===== src/rtl/rv32imc_types.sv =====
// Shared types for the rv32imc pipeline memory path.
// Holds the arbiter FSM state, grant identifiers and the request record.
package rv32imc_types;

  typedef enum logic [1:0] {
    IDLE   = 2'd0,
    WAIT_I = 2'd1,
    WAIT_D = 2'd2
  } mem_arb_state_t;

  typedef enum logic {
    GNT_I = 1'b0,
    GNT_D = 1'b1
  } mem_grant_t;

  typedef struct packed {
    logic [31:0] addr;
    logic [3:0]  rmask;
    logic [3:0]  wmask;
    logic [31:0] wdata;
  } mem_req_t;

  localparam mem_req_t MEM_REQ_NONE = '{addr: 32'h0, rmask: 4'h0, wmask: 4'h0, wdata: 32'h0};

  function automatic logic req_valid(input mem_req_t req);
    return (req.rmask | req.wmask) != 4'h0;
  endfunction

endpackage


===== src/rtl/mem_arbiter_checker.sv =====
// Protocol checks for mem_arbiter: duplicate requests, dmem read+write, stray responses.
// Violations are reported and counted; the arbiter itself ignores or repairs them.
module mem_arbiter_checker
  import rv32imc_types::*;
(
  input logic           clk,
  input logic           rst,
  input mem_arb_state_t state,
  input logic           busy_i,
  input logic           busy_d,
  input logic [3:0]     imem_rmask,
  input logic [3:0]     dmem_rmask,
  input logic [3:0]     dmem_wmask,
  input logic           mem_resp
);

  logic       first_r;
  logic [7:0] viol_cnt_r;
  logic       imem_dup_s, dmem_dup_s, dmem_rw_s, stray_resp_s, viol_s;

  // Decode each violation class.
  always_comb begin
    imem_dup_s   = (imem_rmask != 4'h0) && busy_i;
    dmem_dup_s   = ((dmem_rmask | dmem_wmask) != 4'h0) && busy_d;
    dmem_rw_s    = (dmem_rmask != 4'h0) && (dmem_wmask != 4'h0);
    stray_resp_s = mem_resp && (state == IDLE) && !first_r;
    viol_s       = imem_dup_s || dmem_dup_s || dmem_rw_s || stray_resp_s;
  end

  // First-cycle-after-reset marker and running violation count.
  always_ff @(posedge clk or posedge rst) begin
    if (rst) begin
      first_r    <= 1'b1;
      viol_cnt_r <= 8'h00;
    end else begin
      first_r    <= 1'b0;
      viol_cnt_r <= viol_cnt_r + {7'h00, viol_s};
    end
  end

  // Report each violation as it is seen.
  always @(posedge clk) begin
    if (!rst) begin
      assert (!imem_dup_s) else $warning("mem_arbiter: imem request while busy, ignored");
      assert (!dmem_dup_s) else $warning("mem_arbiter: dmem request while busy, ignored");
      assert (!dmem_rw_s) else $warning("mem_arbiter: dmem rmask and wmask both set, write kept");
      assert (!stray_resp_s) else $warning("mem_arbiter: mem_resp with no outstanding request");
    end
  end

endmodule


===== src/rtl/mem_req_buffer.sv =====
// One-entry request capture register with a pending flag.
// The captured record stays put after clr so the arbiter can keep driving it during the wait.
module mem_req_buffer
  import rv32imc_types::*;
(
  input  logic     clk,
  input  logic     rst,
  input  logic     load,
  input  logic     clr,
  input  mem_req_t cap_req,
  output logic     pend,
  output mem_req_t held_req
);

  // Pending flag and captured request record.
  always_ff @(posedge clk or posedge rst) begin
    if (rst) begin
      pend     <= 1'b0;
      held_req <= MEM_REQ_NONE;
    end else if (clr) begin
      pend     <= 1'b0;
    end else if (load) begin
      pend     <= 1'b1;
      held_req <= cap_req;
    end
  end

endmodule


===== src/rtl/mem_arbiter.sv =====
// Round-robin arbiter sharing one memory port between the imem (fetch) and dmem requesters.
// Each requester pulse is captured, issued for one cycle, and the response routed back.
module mem_arbiter
  import rv32imc_types::*;
(
  input  logic        clk,
  input  logic        rst,
  input  logic [31:0] imem_addr,
  input  logic [3:0]  imem_rmask,
  output logic [31:0] imem_rdata,
  output logic        imem_resp,
  input  logic [31:0] dmem_addr,
  input  logic [3:0]  dmem_rmask,
  input  logic [3:0]  dmem_wmask,
  input  logic [31:0] dmem_wdata,
  output logic [31:0] dmem_rdata,
  output logic        dmem_resp,
  output logic [31:0] mem_addr,
  output logic [3:0]  mem_rmask,
  output logic [3:0]  mem_wmask,
  output logic [31:0] mem_wdata,
  input  logic [31:0] mem_rdata,
  input  logic        mem_resp
);

  mem_arb_state_t state_r, state_next_s;
  mem_grant_t     last_grant_r, last_grant_next_s;
  mem_req_t       imem_req_s, dmem_req_s, buf_i_s, buf_d_s, sel_req_s;
  logic           pend_i_s, pend_d_s, busy_i_s, busy_d_s, load_i_s, load_d_s;
  logic           issue_i_s, issue_d_s, drive_s, resp_i_s, resp_d_s;

  // Build request records; a dmem write drops any simultaneous read mask.
  always_comb begin
    imem_req_s = '{addr: imem_addr, rmask: imem_rmask, wmask: 4'h0, wdata: 32'h0};
    dmem_req_s = '{addr: dmem_addr, rmask: (dmem_wmask != 4'h0) ? 4'h0 : dmem_rmask,
                   wmask: dmem_wmask, wdata: dmem_wdata};
    busy_i_s   = pend_i_s || (state_r == WAIT_I);
    busy_d_s   = pend_d_s || (state_r == WAIT_D);
    load_i_s   = req_valid(imem_req_s) && !busy_i_s;
    load_d_s   = req_valid(dmem_req_s) && !busy_d_s;
  end

  mem_req_buffer u_buf_i (
    .clk      (clk),
    .rst      (rst),
    .load     (load_i_s),
    .clr      (issue_i_s),
    .cap_req  (imem_req_s),
    .pend     (pend_i_s),
    .held_req (buf_i_s)
  );

  mem_req_buffer u_buf_d (
    .clk      (clk),
    .rst      (rst),
    .load     (load_d_s),
    .clr      (issue_d_s),
    .cap_req  (dmem_req_s),
    .pend     (pend_d_s),
    .held_req (buf_d_s)
  );

  // FSM state and tie-break history.
  always_ff @(posedge clk or posedge rst) begin
    if (rst) begin
      state_r      <= IDLE;
      last_grant_r <= GNT_I;
    end else begin
      state_r      <= state_next_s;
      last_grant_r <= last_grant_next_s;
    end
  end

  // Grant selection. last_grant remembers the winner of the latest contested grant, so
  // uncontested issues leave it alone and repeated ties alternate between the ports.
  always_comb begin
    state_next_s      = state_r;
    last_grant_next_s = last_grant_r;
    issue_i_s         = 1'b0;
    issue_d_s         = 1'b0;
    case (state_r)
      IDLE: begin
        if (pend_d_s && (!pend_i_s || (last_grant_r == GNT_I))) begin
          issue_d_s    = 1'b1;
          state_next_s = WAIT_D;
          if (pend_i_s) begin
            last_grant_next_s = GNT_D;
          end else begin
            last_grant_next_s = last_grant_r;
          end
        end else if (pend_i_s) begin
          issue_i_s    = 1'b1;
          state_next_s = WAIT_I;
          if (pend_d_s) begin
            last_grant_next_s = GNT_I;
          end else begin
            last_grant_next_s = last_grant_r;
          end
        end else begin
          state_next_s = IDLE;
        end
      end
      WAIT_I: begin
        if (mem_resp) begin
          state_next_s = IDLE;
        end else begin
          state_next_s = WAIT_I;
        end
      end
      WAIT_D: begin
        if (mem_resp) begin
          state_next_s = IDLE;
        end else begin
          state_next_s = WAIT_D;
        end
      end
      default: begin
        state_next_s = IDLE;
      end
    endcase
  end

  // Downstream drive and response routing; masks pulse only in the issue cycle.
  always_comb begin
    sel_req_s  = (issue_d_s || (state_r == WAIT_D)) ? buf_d_s : buf_i_s;
    drive_s    = issue_i_s || issue_d_s || (state_r != IDLE);
    mem_addr   = drive_s ? sel_req_s.addr : 32'h0;
    mem_wdata  = drive_s ? sel_req_s.wdata : 32'h0;
    mem_rmask  = (issue_i_s || issue_d_s) ? sel_req_s.rmask : 4'h0;
    mem_wmask  = (issue_i_s || issue_d_s) ? sel_req_s.wmask : 4'h0;
    resp_i_s   = (state_r == WAIT_I) && mem_resp;
    resp_d_s   = (state_r == WAIT_D) && mem_resp;
    imem_resp  = resp_i_s;
    dmem_resp  = resp_d_s;
    imem_rdata = resp_i_s ? mem_rdata : 32'h0;
    dmem_rdata = resp_d_s ? mem_rdata : 32'h0;
  end

  mem_arbiter_checker u_chk (
    .clk        (clk),
    .rst        (rst),
    .state      (state_r),
    .busy_i     (busy_i_s),
    .busy_d     (busy_d_s),
    .imem_rmask (imem_rmask),
    .dmem_rmask (dmem_rmask),
    .dmem_wmask (dmem_wmask),
    .mem_resp   (mem_resp)
  );

endmodule


===== config.mk =====
export PLATFORM = sky130hd
export DESIGN_NAME = mem_arbiter
export DESIGN_NICKNAME = d
export VERILOG_FILES = /design/src/rtl/rv32imc_types.sv /design/src/rtl/mem_arbiter_checker.sv /design/src/rtl/mem_req_buffer.sv /design/src/rtl/mem_arbiter.sv
export SDC_FILE = /design/constraint.sdc
export NUM_CORES = 1
export LEC_CHECK = 0
export CAP_MARGIN = 15
export CORE_MARGIN = 5
export CORE_UTILIZATION = 37
export DETAILED_ROUTE_END_ITERATION = 10
export HOLD_SLACK_MARGIN = 0.05
export PLACE_DENSITY = 0.74
export SLEW_MARGIN = 20
export SYNTH_ARGS = -nofsm -noshare
export SYNTH_HDL_FRONTEND = slang
export SYNTH_SLANG_ARGS = --single-unit
export TNS_END_PERCENT = 50

===== constraint.sdc =====
create_clock -name clk -period 3.4 [get_ports clk]
set_input_delay 0.68 -clock clk [delete_from_list [all_inputs] [get_ports clk]]
set_output_delay 0.68 -clock clk [all_outputs]
set_load 0.05 [all_outputs]

======== Word-level counts from Yosys, hierarchy flattened ========
Index checks and enable logic that the tools add are counted.
storage, ports and cells
  register bits after elaboration ......... 113
  input port bits ......................... 143
  output and inout port bits .............. 138
cells by class
  equality and inequality tests ........... 2
  mux-type cells .......................... 26
  bitwise operators ....................... 4
  reduce and logical (&&, ||, !) cells .... 25
operators with widths
  cell                number
  $mux 32             4
  $mux 72             1
  $mux 1              15
  $mux 4              3
  $reduce_bool 4->1   3
  $reduce_bool 2->1   4
  $logic_or 1x1->1    6
  $pmux 2 s3          1
  $logic_and 1x1->1   5
  $mux 2              2
  $or 4x4->4          1
  $reduce_and 2->1    2
  $logic_not 1->1     3
  $not 1->1           3
  $reduce_and 3->1    1
  $eq 2x1->1 const B  1
  $eq 2x2->1 const B  1
  $logic_not 2->1     1

======== Logic depth before layout (Yosys ltp) ========
  depth in word-level cells ............... 8
  depth in mapped cells ................... 6
  gate-level depth less buffers ........... 4

======== By module ========
From an unflattened synthesis, not the netlist that was laid out.
unflattened totals
  cell total of the unflattened synthesis .. 521
  area total of the unflattened synthesis .. 7638.6 um2
by module, submodules not included
  module          times used  cells each  area each (um2)
  mem_req_buffer  2           157         3085.5
  mem_arbiter     1           207         1467.7

======== Worst setup path before layout ========
No wires, ideal clock.
  kind .................................... reg2out
  start point ............................. register u_buf_i.pend
  end point ............................... output port mem_addr[10]
  arrival time ............................ 1.767 ns
  required time ........................... 2.720 ns
  path slack .............................. 0.953 ns
  stages on the path, launching flop included .. 7
  cells stage by stage .................... dfrtp_1 buf_2 a21boi_2 nor2_1 nor2_2 buf_4 a22o_1
on the way
  word-level cells in the longest chain between the ends .. 8
ends and longest elaborated chain
  element                                             RTL line                                RTL
  from (decl)                                         mem_req_buffer.sv:11                    output logic pend,
  from (signal assigned)                              mem_req_buffer.sv:18                    pend <= 1'b0;
  from (signal assigned)                              mem_req_buffer.sv:21                    pend <= 1'b0;
  from (signal assigned)                              mem_req_buffer.sv:23                    pend <= 1'b1;
  $logic_not 1->1                                     mem_arbiter.sv:83                       if (pend_d_s && (!pend_i_s || (last_grant_r == GNT_I))) begin
  $logic_or 1x1->1                                    mem_arbiter.sv:83
  $logic_and 1x1->1                                   mem_arbiter.sv:83
  $mux 1                                              mem_arbiter.sv:83
  $mux 1                                              mem_arbiter.sv:81                       case (state_r)
  $logic_or 1x1->1, on equally long branches          mem_arbiter.sv:125, mem_arbiter.sv:126
  $mux 72 / $logic_or 1x1->1 (equally long branches)  mem_arbiter.sv:125, mem_arbiter.sv:126
  $mux 32 *                                           mem_arbiter.sv:127                      mem_addr = drive_s ? sel_req_s.addr : 32'h0;
  to (decl)                                           mem_arbiter.sv:18                       output logic [31:0] mem_addr,
Mark *: on every way between the ends. The rest lies on a longest branch, timed or not.

======== Worst setup path in the final report ========
  start point ............................. register u_buf_d.pend
  end point ............................... output port mem_addr[20]
on the way
  word-level cells in the longest chain between the ends .. 6
ends and longest elaborated chain
  element                                             RTL line
  from (decl)                                         mem_req_buffer.sv:11
  from (signal assigned)                              mem_req_buffer.sv:18
  from (signal assigned)                              mem_req_buffer.sv:21
  from (signal assigned)                              mem_req_buffer.sv:23
  $logic_and 1x1->1 *                                 mem_arbiter.sv:83
  $mux 1                                              mem_arbiter.sv:83
  $mux 1                                              mem_arbiter.sv:81
  $logic_or 1x1->1, on equally long branches          mem_arbiter.sv:125, mem_arbiter.sv:126
  $mux 72 / $logic_or 1x1->1 (equally long branches)  mem_arbiter.sv:125, mem_arbiter.sv:126
  $mux 32 *                                           mem_arbiter.sv:127
Marked as above.

==> impl_metrics.toml <==
[global_route]
grt_pass1_vias = 4928
grt_max_degree = 114
antenna_found_initial = 0
grt_pass1_wl_um = 28460
grt_use_total_pct = 20.76
grt_overflow = 0

[cells_and_area]
fin_area_sq_mm = 0.01006
ff_latch_area_sq_mm = 0.002828
antennaDiodeCount = 0
layout.nets = 852
final_cells = 903
drive_gt1_share_pct = 38.11
multi_input_area_sq_mm = 0.002474
areaGrowthSynthToFinish_pct = 80.81
final_util_pct = 68.67
nFillCells = 1012

[placed_design]
placed_area_sq_mm = 0.009463
dp_cells = 874
dp.final_hpwl_um = 13730
port_buffers = 280
gp_congestion = 0.8180
dp_slack_ns = 0.6619

[timing]
finalCritPeriodShare_pct = 93.37
worst_slack_ns = 0.2254
relSlewSlack_pct = 50.96
rsz0062_at_grt = "false"
drv_slew = 0
whs_ns = 0.4967
fmax_mhz = 315.0
worst_slew_pin_slew_ns = 0.7357
fin_tns_setup_ns = 0
finalSetupViolCount = 0
period_minus_slack_ns = 3.175
skew_ns = 0.007571
hold_violations = 0

[floorplanning]
rows = 44
dieArea_sq_mm = 0.01758
die_h_um = 132.6
io_pins = 281
core_sq_mm = 0.01464
die_w_um = 132.6
initial_core_util_pct = 37.98

[route]
drt-wirelength-per-cell_um = 20.21
dr.pass1.iters = 4
drcViolationCount = 0
drtIter0Drc = 159
ant_nets = 0
routed-via-count = 4587
totalWireLength_um = 18250
routed_via_density = 5.080

[synthesis]
syn-num-nets = 581
synth_seq_cells = 113
synthDistinctLibCells = 34
yosysWarnings = 0
syn_area_sq_mm = 0.005562
synthesis.instances = 438
synth_area_per_cell_sq_um = 12.70
ys_seq_area_share_pct = 50.84

[status]
status = "finished, final reports clean"

[pwr]
p_leak_nw = 4.479
powerDensity_mw_per_mm2 = 1200
total_power_mw = 12.07
ir_drop_mv = 1.016

[clocking]
clockBufferDepth = 2
ctsResizeCount = 0
clkTransAtPathRegs_ns = 0.05
root_buffer = "clkbuf_16"
cts.htree.levels = 4
cts_setup_buffers = 0
cts.sinks = 113
cts_tree = "yes"
clock_latency_ns = 0.41
postCtsHoldBufs = 0
numCtsBuffers = 17

[setup_path]
cp_data_arrival_time_ns = 2.49
end_kind = "output pin"
crit_path_max_fanout = 51
crit_type = "flop to output pin"
critPathLaunchType = "flop"
critPathRequiredTime_ns = 2.72

[run]
maxCapViolCount = 0

[hold_path]
hold_class = "flop to flop"
[area by class of cell]
type | count | share of cell area (%)
Clock buffer | 23 | 4.853
Clock inverter | 6 | 1.045
Inverter | 7 | 0.2986
Multi-Input combinational cell | 282 | 24.60
Sequential cell | 113 | 28.12
Tap cell | 184 | 2.289
Timing Repair Buffer | 288 | 38.80
[where the power goes]
part / switching (mW) / internal (mW)
registers: 0.411 / 2.03
clock network: 0.589 / 1.21
logic: 4.33 / 3.49
[registers in the layout, indices dropped and copies added (netlist names)]
| register | cells |
|---|---|
| u_buf_d.pend | 1 |
| last_grant_r | 1 |
| u_buf_d.held_req | 72 |
| u_buf_i.held_req | 36 |
| u_buf_i.pend | 1 |
| state_r | 2 |
[kinds of logic (layout without fill, tap and decap cells)]
group,Yosys count,count (layout),synth area share (%)
AOI/OAI and AO/OA,45,45,6.749
buffers and inverters,43,324,4.814
DFF,113,113,50.84
and+or+nand+nor,128,128,14.31
xor gates and xnor gates,1,1,0.1575
muxes,108,108,23.13
[worst paths after layout]
kind / slack, ns / startpoint / endpoint / depth (start not counted)
worst max-delay path: 0.23 / u_buf_d.pend / mem_addr[20] / 6
worst min-delay path: 0.50 / u_buf_d.held_req[20] / u_buf_d.held_req[20] / 1
worst max register to register: 1.29 / state_r[0] / u_buf_d.held_req[40] / 4
worst min register to register: 0.50 / u_buf_d.held_req[20] / u_buf_d.held_req[20] / 1
max in group asynchronous: 2.14 / rst / u_buf_d.held_req[46] / 3
min in group asynchronous: 0.82 / rst / u_buf_d.held_req[26] / 3
[synthesized netlist by cell type]
cell,instances,area [sq um]
nor4_2,1,12.51
dfrtp_1,113,2828
o21ai_0,5,25.02
a211oi_4,1,20.02
nor2b_1,1,6.260
a31o_2,1,8.760
nor4_1,2,12.51
nor2b_4,1,13.76
nand2b_1,2,12.51
buf_6,11,123.9
mux2_2,80,900.9
nor2_1,6,22.52
a21o_1,1,7.510
a21oi_1,3,15.01
nor3b_1,1,7.510
a22o_1,32,280.3
and2_1,38,237.7
buf_4,5,37.54
clkbuf_2,3,15.01
nor2_2,1,6.260
inv_1,7,26.28
clkbuf_1,16,60.06
nor3_4,1,16.27
nand3_1,1,5.000
xor2_1,1,8.760
and3_1,66,412.9
nand2_1,6,22.52
mux2_1,4,45.04
a211oi_1,1,7.510
buf_2,1,5.000
mux2i_1,4,40.04
mux2_4,20,300.3
nand3b_1,1,7.510
a21boi_2,1,11.26
[per-layer routing]
metal  GRT usage, %  share of wire (%)  vias to the layer above
li1               -                  -                     2109
met1          21.87                 37                     2254
met2          36.90                 52                      191
met3          8.428                7.8                       33
met4          8.314                3.1                        0
met5              0                  0                        -
[cell usage in the layout (no fill, tap or decap), types with 3 or more instances in the layout]
| master | synthesis | final |
|---|---|---|
| dfrtp_1 | 113 | 113 |
| inv_1 | 7 | 6 |
| o21ai_0 | 5 | 5 |
| mux2_1 | 4 | 4 |
| mux2i_1 | 4 | 4 |
| and2_1 | 38 | 38 |
| a21oi_1 | 3 | 3 |
| clkbuf_16 | 0 | 17 |
| clkdlybuf4s50_1 | 0 | 150 |
| nand2_1 | 6 | 6 |
| mux2_4 | 20 | 20 |
| clkbuf_8 | 0 | 4 |
| mux2_2 | 80 | 80 |
| buf_12 | 0 | 109 |
| a22o_1 | 32 | 32 |
| buf_4 | 5 | 29 |
| clkinv_2 | 0 | 3 |
| and3_1 | 66 | 66 |
| bufinv_16 | 0 | 3 |
| nor2_1 | 6 | 6 |
[critical path, stage by stage, from the launching register on]
cell,delay [ns]
dfrtp_1,0.52
a21boi_2,0.39
nor2_1,0.14
nor2_4,0.35
buf_12,0.27
a22o_1,0.24
buf_12,0.15
Note: power is estimated with default switching activity, not from simulation.
